==> src/rtl/plot_arbiter.sv <==
// ---------------------------------------------------------------------------
// plot_arbiter
//
// Two-requester arbiter that paints one square tile of pixels into a frame
// buffer for the winning requester.  A request names a tile by column/row and
// a palette entry.  The block grants one requester, latches its tile, then
// streams 2^TILE_LOG2 x 2^TILE_LOG2 pixel writes in raster order (row-major).
// A request whose tile lies outside the grid is answered straight away with
// done+err and no writes at all.
//
// Ports
//   clk          single clock, rising edge
//   reset        asynchronous, active-low reset
//   req[1:0]     plot request, bit i = requester i
//   xpos0/xpos1  tile column of requester 0 / 1
//   ypos0/ypos1  tile row of requester 0 / 1
//   color0/1     palette select of requester 0 / 1
//   vga_x        pixel column to the frame buffer
//   vga_y        pixel row to the frame buffer
//   vga_colour   pixel colour
//   vga_plot     frame-buffer write enable (high only while plotting)
//   gnt[1:0]     one-hot current owner, held through PLOT and DONE
//   done[1:0]    one-cycle completion pulse to the owner
//   err[1:0]     one-cycle pulse alongside done for an out-of-range tile
//   busy         high whenever the block is not idle
//   dbg_state    current FSM state (0 = IDLE, 1 = PLOT, 2 = DONE)
//
// Handshake: a requester raises req with its coordinates and keeps them
// stable while req is high; it drops req on the clock edge at which it
// sees done.  req is only looked at in IDLE, and the tile is latched at the
// grant, so later input changes do not affect a tile in progress.
// ---------------------------------------------------------------------------
module plot_arbiter #(
    parameter int         TILE_LOG2 = 2,
    parameter int         GRID_W    = 40,
    parameter int         GRID_H    = 30,
    parameter logic [2:0] COL0      = 3'b000,
    parameter logic [2:0] COL1      = 3'b010,
    parameter logic [2:0] COL2      = 3'b011,
    parameter logic [2:0] COL3      = 3'b100
) (
    input  logic       clk,
    input  logic       reset,
    input  logic [1:0] req,
    input  logic [5:0] xpos0,
    input  logic [5:0] xpos1,
    input  logic [4:0] ypos0,
    input  logic [4:0] ypos1,
    input  logic [1:0] color0,
    input  logic [1:0] color1,
    output logic [7:0] vga_x,
    output logic [6:0] vga_y,
    output logic [2:0] vga_colour,
    output logic       vga_plot,
    output logic [1:0] gnt,
    output logic [1:0] done,
    output logic [1:0] err,
    output logic       busy,
    output logic [1:0] dbg_state
);

    typedef enum logic [1:0] {
        S_IDLE = 2'd0,
        S_PLOT = 2'd1,
        S_DONE = 2'd2
    } state_t;

    // Grid limits widened by one bit so a full 6-bit / 5-bit coordinate can
    // be compared without wrapping.
    localparam logic [6:0] GRID_W_C = 7'(GRID_W);
    localparam logic [5:0] GRID_H_C = 6'(GRID_H);

    // Last pixel index along one tile edge.
    localparam logic [TILE_LOG2-1:0] PIX_MAX = '1;

    state_t               state;
    logic                 last_gnt;   // index of the requester granted last
    logic [5:0]           xpos_q;
    logic [4:0]           ypos_q;
    logic [1:0]           color_q;
    logic [TILE_LOG2-1:0] px;
    logic [TILE_LOG2-1:0] py;

    // ----------------------------------------------------------------------
    // Arbitration: a lone request wins; on a tie the requester that was not
    // granted last wins.  last_gnt resets to 1, so requester 0 takes the
    // first tie.
    // ----------------------------------------------------------------------
    logic       win;
    logic [5:0] win_x;
    logic [4:0] win_y;
    logic [1:0] win_c;
    logic       win_oor;
    logic [1:0] win_onehot;

    always_comb begin
        win = 1'b0;
        case (req)
            2'b01:   win = 1'b0;
            2'b10:   win = 1'b1;
            2'b11:   win = ~last_gnt;
            default: win = 1'b0;
        endcase
    end

    assign win_x      = win ? xpos1  : xpos0;
    assign win_y      = win ? ypos1  : ypos0;
    assign win_c      = win ? color1 : color0;
    assign win_onehot = win ? 2'b10  : 2'b01;
    assign win_oor    = ({1'b0, win_x} >= GRID_W_C) || ({1'b0, win_y} >= GRID_H_C);

    // ----------------------------------------------------------------------
    // Control FSM.  gnt, done and err are registered here; done and err
    // default low every cycle so they can only ever be single-cycle pulses.
    // ----------------------------------------------------------------------
    always_ff @(posedge clk or negedge reset) begin
        if (!reset) begin
            state    <= S_IDLE;
            gnt      <= 2'b00;
            done     <= 2'b00;
            err      <= 2'b00;
            last_gnt <= 1'b1;
            xpos_q   <= '0;
            ypos_q   <= '0;
            color_q  <= '0;
            px       <= '0;
            py       <= '0;
        end else begin
            done <= 2'b00;
            err  <= 2'b00;
            case (state)
                S_IDLE: begin
                    if (req != 2'b00) begin
                        xpos_q   <= win_x;
                        ypos_q   <= win_y;
                        color_q  <= win_c;
                        last_gnt <= win;
                        gnt      <= win_onehot;
                        px       <= '0;
                        py       <= '0;
                        if (win_oor) begin
                            // Nothing to draw: answer in the very next cycle.
                            state <= S_DONE;
                            done  <= win_onehot;
                            err   <= win_onehot;
                        end else begin
                            state <= S_PLOT;
                        end
                    end
                end
                S_PLOT: begin
                    px <= px + 1'b1;
                    if (px == PIX_MAX) begin
                        py <= py + 1'b1;
                        if (py == PIX_MAX) begin
                            state <= S_DONE;
                            done  <= gnt;
                        end
                    end
                end
                S_DONE: begin
                    state <= S_IDLE;
                    gnt   <= 2'b00;
                end
                default: begin
                    state <= S_IDLE;
                    gnt   <= 2'b00;
                end
            endcase
        end
    end

    // ----------------------------------------------------------------------
    // Pixel datapath.  Multiplying by 2^TILE_LOG2 and adding a counter that
    // is strictly below 2^TILE_LOG2 is just a concatenation, so there is no
    // carry and no overflow for any in-range tile.
    // ----------------------------------------------------------------------
    assign vga_x    = 8'({xpos_q, px});
    assign vga_y    = 7'({ypos_q, py});
    assign vga_plot = (state == S_PLOT);

    always_comb begin
        vga_colour = COL0;
        case (color_q)
            2'd0:    vga_colour = COL0;
            2'd1:    vga_colour = COL1;
            2'd2:    vga_colour = COL2;
            default: vga_colour = COL3;
        endcase
    end

    assign busy      = (state != S_IDLE);
    assign dbg_state = state;

endmodule

==> config.mk <==
export PLATFORM = sky130hd
export DESIGN_NAME = plot_arbiter
export DESIGN_NICKNAME = d
export VERILOG_FILES = /design/src/rtl/plot_arbiter.sv
export SDC_FILE = /design/constraint.sdc
export NUM_CORES = 1
export LEC_CHECK = 0
export CAP_MARGIN = 5
export CORE_MARGIN = 2
export CORE_UTILIZATION = 45
export DETAILED_ROUTE_END_ITERATION = 10
export PLACE_DENSITY = 0.91
export SLEW_MARGIN = 20
export SYNTH_ARGS = -nofsm -noshare
export SYNTH_HDL_FRONTEND = slang
export SYNTH_SLANG_ARGS = --single-unit
==> constraint.sdc <==
create_clock -name clk -period 3.8 [get_ports clk]
set_input_delay 0.95 -clock clk [delete_from_list [all_inputs] [get_ports clk]]
set_output_delay 0.95 -clock clk [all_outputs]
set_load 0.01 [all_outputs]
==> flow_summary.yaml, run 1 <==
outcome:
  run_status: "completed"
logic_synthesis:
  yosys.area.top_type_share_pct: 45.33
  synth.yosys.seq_area_share_pct: 47.23
  post_synthesis_net_count: 148
  netlist_instances: 114
  synth-edff-count: 0
  syn_area_mm2: 0.001380
  postSynthRegisterBits: 26
  synthArstFlopShare_pct: 100.0
  synthDistinctLibCells: 27
  synth.yosys.warnings: 0
  ys_dominant_reg_cell: "dfrtp_1"
  synth.most_common_cell: "dfrtp_1"
  synth.top_cells.by_area: "dfrtp_1 45%, mux2_4 17%, mux2i_1 5.1%"
  post_synth_most_frequent_cells: "25 x dfrtp_1, 16 x mux2_4, 13 x o21ai_0, 9 x nand2_1, 7 x mux2i_1"
  synth_area_leader_cell: "dfrtp_1"
  avgSynthCellArea_um2: 12.11
critical_path:
  critical_setup_path_kind: "reg -> out"
  cp_top_family: "buffers and inverters"
  worstSetupStartpointType: "flip-flop"
  worstPathMaxFanout: 7
  worst-path-buf-inv: 1
  cp_slowest_cell: "clkdlybuf4s50_1"
  crit_required_ns: 2.85
  worst_ep_arrival_time_ns: 1.90
  cp_cell_sequence: "nor2b_1 > clkdlybuf4s50_1"
  reg2reg_depth: 4
  rr_startpoint: "last_gnt"
  slowest_delay_ns: 0.63
  timing.reg2reg.setup_slack_ns: 2.00
  cp-end-kind: "output port"
  r2r-end: "ypos_q[1]"
layout:
  multiInputGateArea_um2: 666.9
  fin_nets: 208
  area.sequential_um2: 651.9
  final.fill_count: 233
  antenna_cells: 0
  fraction_of_layout_instances_using_a_drive_strength_above_1_pct: 16.76
  flow.area_growth_from_synthesis_pct: 44.61
sta:
  relative_slew_slack_pct: 43.93
  final-max-slew-violation-count: 0
  finalSetupViolations: 0
  fin_crit_sh_pct: 74.94
  period_needed_ns: 2.848
  fin_tns_setup_ns: 0
  worstMarginPinSlew_ns: 0.8362
  grt_setup_unrepaired: "false"
  final_hold_viol_count: 0
  timing.hold.ws_ns: 0.5334
  max_freq_ghz: 0.3512
  worst_clock_skew_ns: 0.002229
detailed_routing:
  route.detailed.drc: 0
  drt_first_pass_iters: 5
  postRouteWirelength_mm: 3.291
  drt-vias-per-instance: 5.490
  vias: 1131
  initialDrtViolationCount: 17
  wl_per_cell_um: 15.98
  antenna_violating_nets_left: 0
clock_tree:
  clk_transition_reported_paths_ns: 0.14
  tritoncts: "done"
  tritoncts.num_buffers: 3
  cts-resized-gates: 0
  cts_hold_repair.buffers: 0
  cts_max_path_buffers: 2
  clock_root_buffer: "clkbuf_4"
  cts.htree.levels: 1
  clock_sinks: 26
  post_cts.repair.setup_buffers: 0
  clock_latency_ns: 0.32
global_routing:
  gr-total-overflow: 0
  grt_antenna_before_repair: 0
  maximum_number_of_pins_on_one_net_before_global_route_repair: 27
  track_usage_pct: 20.72
  grt_first_pass_wirelength_mm: 5.409
  vias_in_the_first_global_route: 1194
die:
  boundaryPins: 58
  start_util_pct: 46.34
  die_width_um: 59.38
  floorplan.die_area_mm2: 0.003526
  fp.dieH_um: 59.38
  core_region_area_mm2: 0.002978
  floorplan.rows: 20
power_and_ir_drop:
  leakage_nw: 0.9031
  p_int_w: 0.0008912
  netSwitchingPower_w: 0.0004844
  combPwrFrac_pct: 54.3
  swShare_pct: 35.21
  pwr-share-clk_pct: 10.2
  cellPowerDensity_mw_per_mm2: 689.3
  vdd_ir_drop_max_v: 0.0004038
  fraction_of_power_consumed_by_sequential_logic_pct: 35.5
hold_path:
  hold-path-endpoint: "py[0]"
  hold_path.startpoint: "py[0]"
  hold_class: "reg -> reg"
  worst_hold_path.num_cells: 1
job:
  max-cap-violations: 0
placed_design:
  placement.io_buffers: 57
  hpwl_mm: 2.555
  gp_routability_congestion: 0.8209
flip-flops by register name (all words and copies together) (netlist names):
signal,count
xpos_q,6
ypos_q,5
color_q,2
dbg_state,2
done,2
err,2
gnt,2
px,2
py,2
last_gnt,1
metal layers:
layer | GRT usage [%] | wire length [um] | up-vias
met5 | 0 | 0 | -
met4 | 8.117 | 58 | 0
met3 | 1.965 | 174 | 5
met2 | 38.93 | 1726 | 49
met1 | 23.78 | 1332 | 549
li1 | - | - | 528
kinds of logic after synthesis:
family	synth area share, %
AOI/OAI and AO/OA	12.06
DFF	47.24
and+or+nand+nor	10.15
muxes	22.48
buffers and inverters	4.441
adders and majority gates	3.627
power groups by stage:
stage	combinational, W	sequential (W)	clock [W]
after floorplan	0.000361	0.000525	0
after global placement	0.000722	0.000488	0
final	0.000747	0.000489	0.000140
after CTS	0.000754	0.000488	0.000144
after detailed placement	0.000748	0.000492	0
after global routing	0.000807	0.000505	0.000153
worst max path at each step:
| stage | startpoint | endpoint | slack (ns) | depth (start not counted) |
|---|---|---|---|---|
| 3_5_place_dp | req[1] | ypos_q[1] | 0.78 | 5 |
| 4_1_cts | dbg_state[0] | vga_plot | 0.99 | 2 |
| 2_1_floorplan | req[1] | color_q[1] | 1.87 | 4 |
| 6_report | dbg_state[0] | vga_plot | 0.95 | 2 |
| 5_1_grt | dbg_state[0] | vga_plot | 0.91 | 2 |
| 3_3_place_gp | req[1] | xpos_q[2] | 0.87 | 4 |
layout by cell type, fill, tap and decap left out, types with 2 or more instances in the layout:
master and n:
buf_4 2, nand2b_1 3, nor2_4 2, clkdlybuf4s50_1 56
nand2_1 9, ha_1 4, a32o_1 2, nor2b_1 2
a21oi_1 3, dfrtp_1 25, mux2_4 16, o21ai_0 13
inv_1 4, and3_1 4, clkbuf_4 3, nand4_1 3
o21ai_1 4, mux2i_1 7
per-stage QoR:
| stage | cells | power, W | utilization [%] | instance area (um2) | setup WS [ns] |
|---|---|---|---|---|---|
| global placement | 202 | 0.001210 | 65.97 | 1964 | 0.8692 |
| CTS | 206 | 0.001385 | 67.18 | 2001 | 0.9868 |
| finish | 206 | 0.001376 | 67.02 | 1996 | 0.9524 |
| global route | 206 | 0.001466 | 67.02 | 1996 | 0.9146 |
| floorplan | 114 | 0.0008856 | - | 1380 | 1.873 |
| detailed placement | 202 | 0.001239 | 65.97 | 1964 | 0.7781 |
worst reg2reg max path: stages (launching register included):
cell and delay, ns:
dfstp_2 0.42, a21boi_2 0.64, buf_4 0.28, mux2i_1 0.23, o21ai_1 0.09
area by class of cell:
cell class                 instances  share of cell area, %
multi-input combinational         79                  33.42
tap                               33                  2.069
timing repair buffer              59                  29.09
sequential                        26                  32.66
clock buffer                       4                  1.818
inverter                           5                 0.9404
No activity file was read; power rests on OpenSTA's default activity.
==> run 2: changes to the inputs <==
--- a/config.mk
+++ b/config.mk
@@ -7,9 +7,9 @@
 export LEC_CHECK = 0
 export CAP_MARGIN = 5
 export CORE_MARGIN = 2
-export CORE_UTILIZATION = 45
+export CORE_UTILIZATION = 42
 export DETAILED_ROUTE_END_ITERATION = 10
-export PLACE_DENSITY = 0.91
+export PLACE_DENSITY = 0.86
 export SLEW_MARGIN = 20
 export SYNTH_ARGS = -nofsm -noshare
 export SYNTH_HDL_FRONTEND = slang
==> constraint.sdc (replaced) <==
create_clock -name clk -period 2.8 [get_ports clk]
set_input_delay 0.7 -clock clk [delete_from_list [all_inputs] [get_ports clk]]
set_output_delay 0.7 -clock clk [all_outputs]
set_load 0.01 [all_outputs]
==> run 2 against run 1 <==
Worst setup slack got worse by 0.58 ns. Clock-buffer cell count unchanged. Combinational power increased by 39%. Sequential cell count unchanged. Final cell count increased by 6.8%. Via count increased by 2.0%. Global-route usage decreased by 0.32 points. Core utilization decreased by 0.84 points. Sequential share of layout area decreased by 0.66 points.
==> flow_summary.yaml, run 2 (synthesis results as in run 1) <==
die:
  floorplan.die_area_mm2: 0.003760
  die_width_um: 61.32
  start_util_pct: 44.84
  core_region_area_mm2: 0.003078
  floorplan.rows: 20
  fp.dieH_um: 61.32
  boundaryPins: 58
placed_design:
  hpwl_mm: 2.769
  gp_routability_congestion: 0.9082
  placement.io_buffers: 57
layout:
  fin_nets: 211
  final_common_cell: "clkdlybuf4s50_1"
  largest_register_ff_count: 6
  reg_top3: "xpos_q: 6 flops, ypos_q: 5 flops"
  top_register: "xpos_q"
  flow.area_growth_from_synthesis_pct: 47.60
  antenna_cells: 0
  layout.cells.most_common_list: "57 x clkdlybuf4s50_1, 25 x dfrtp_1, 16 x mux2_4"
  fraction_of_layout_instances_using_a_drive_strength_above_1_pct: 17.61
detailed_routing:
  routed.top_layer: "met4"
  vias: 1154
  antenna_violating_nets_left: 0
  wl_per_cell_um: 15.83
  postRouteWirelength_mm: 3.482
  met2RoutedLength_mm: 1.816
  initialDrtViolationCount: 23
  route.detailed.drc: 0
  drt_first_pass_iters: 4
  drt-vias-per-instance: 5.245
  met3RoutedLength_um: 135
  met1Wirelength_mm: 1.463
critical_path:
  cp_slowest_cell: "clkdlybuf4s50_1"
  critical_setup_path_kind: "reg -> out"
  worstSetupStartpoint: "dbg_state[0]"
  worst-path-buf-inv: 2
  worstPathMaxFanout: 7
  cp-end-kind: "output port"
  cp_top_family: "buffers and inverters"
  crit_required_ns: 2.10
  rr_startpoint: "dbg_state[1]"
  worstSetupStartpointType: "flip-flop"
  timing.reg2reg.setup_slack_ns: 1.08
  worst_ep_arrival_time_ns: 1.73
  cp_cell_sequence: "nor2b_1 > buf_4 > clkdlybuf4s50_1"
  slowest_delay_ns: 0.54
power_and_ir_drop:
  report.power.total_w: 0.001902
  fraction_of_power_consumed_by_sequential_logic_pct: 35.0
  netSwitchingPower_w: 0.0006724
  vdd_ir_drop_max_v: 0.0005555
  p_int_w: 0.001229
  leakage_nw: 0.9174
  combPwrFrac_pct: 54.8
  swShare_pct: 35.36
  cellPowerDensity_mw_per_mm2: 933.5
  pwr-share-clk_pct: 10.1
global_routing:
  vias_in_the_first_global_route: 1187
  track_usage_pct: 20.40
  gr-total-overflow: 0
  grt_first_pass_wirelength_mm: 5.602
  grt_antenna_before_repair: 0
  maximum_number_of_pins_on_one_net_before_global_route_repair: 27
sta:
  finalSetupViolations: 0
  worstMarginPinSlew_ns: 0.4796
  fin_crit_sh_pct: 86.65
  relative_slew_slack_pct: 67.91
  final-max-slew-violation-count: 0
  grt_setup_unrepaired: "false"
  period_needed_ns: 2.426
  fin_tns_setup_ns: 0
  worst_clock_skew_ns: 0.01156
  max_freq_ghz: 0.4122
  final_hold_viol_count: 0
hold_path:
  hold_class: "reg -> reg"
  hold_path.startpoint: "gnt[1]"
clock_tree:
  clock_latency_ns: 0.32
  cts_max_path_buffers: 2
  tritoncts: "done"
  cts.htree.levels: 1
  cts_hold_repair.buffers: 0
  post_cts.repair.setup_buffers: 0
  tritoncts.num_buffers: 3
  clk_transition_reported_paths_ns: 0.15
  clock_root_buffer: "clkbuf_4"
  cts-resized-gates: 0
  clock_sinks: 26
outcome:
  run_status: "completed"
job:
  max-cap-violations: 0
## run 2: per-stage QoR
step                std cells  utilization (%)  cell area, um2  setup WS (ns)  hold WS [ns]
detailed placement        216            65.00            2001         0.3409        0.5007
CTS                       220            66.18            2037         0.3663        0.5333
global placement          216            65.00            2001         0.3831        0.4941
global route              220            66.18            2037         0.2688        0.5569
finish                    220            66.18            2037         0.3739        0.5287
floorplan                 114                -            1380          1.123        0.4044
## run 2: final timing paths
| check | endpoint | cells past startpoint |
|---|---|---|
| worst max register to register | ypos_q[4] | 4 |
| worst max-delay path | vga_plot | 3 |
| worst min register to register | done[1] | 1 |
| max in group asynchronous | last_gnt | 2 |
| min in group asynchronous | err[1] | 2 |
| worst min-delay path | done[1] | 1 |
## run 2: area by class of cell
type	count	area [um2]
timing repair buffer	62	608.1
tap	44	55.05
fill	259	1041
multi-input combinational	79	666.9
inverter	5	18.77
sequential	26	651.9
clock buffer	4	36.28
## run 2: layer usage
layer | track usage (%) | up-vias
li1 | - | 535
met1 | 25.94 | 566
met2 | 36.32 | 45
met3 | 1.471 | 8
met4 | 7.453 | 0
met5 | 0 | -
## run 2: power groups by stage
stage | Combinational [W] | Clock, W | Sequential [W]
after floorplan | 0.000490 | 0 | 0.000712
after detailed placement | 0.00105 | 0 | 0.000672
after global routing | 0.00113 | 0.000208 | 0.000691
final | 0.00104 | 0.000193 | 0.000666
after global placement | 0.00101 | 0 | 0.000666
after CTS | 0.00105 | 0.000196 | 0.000667
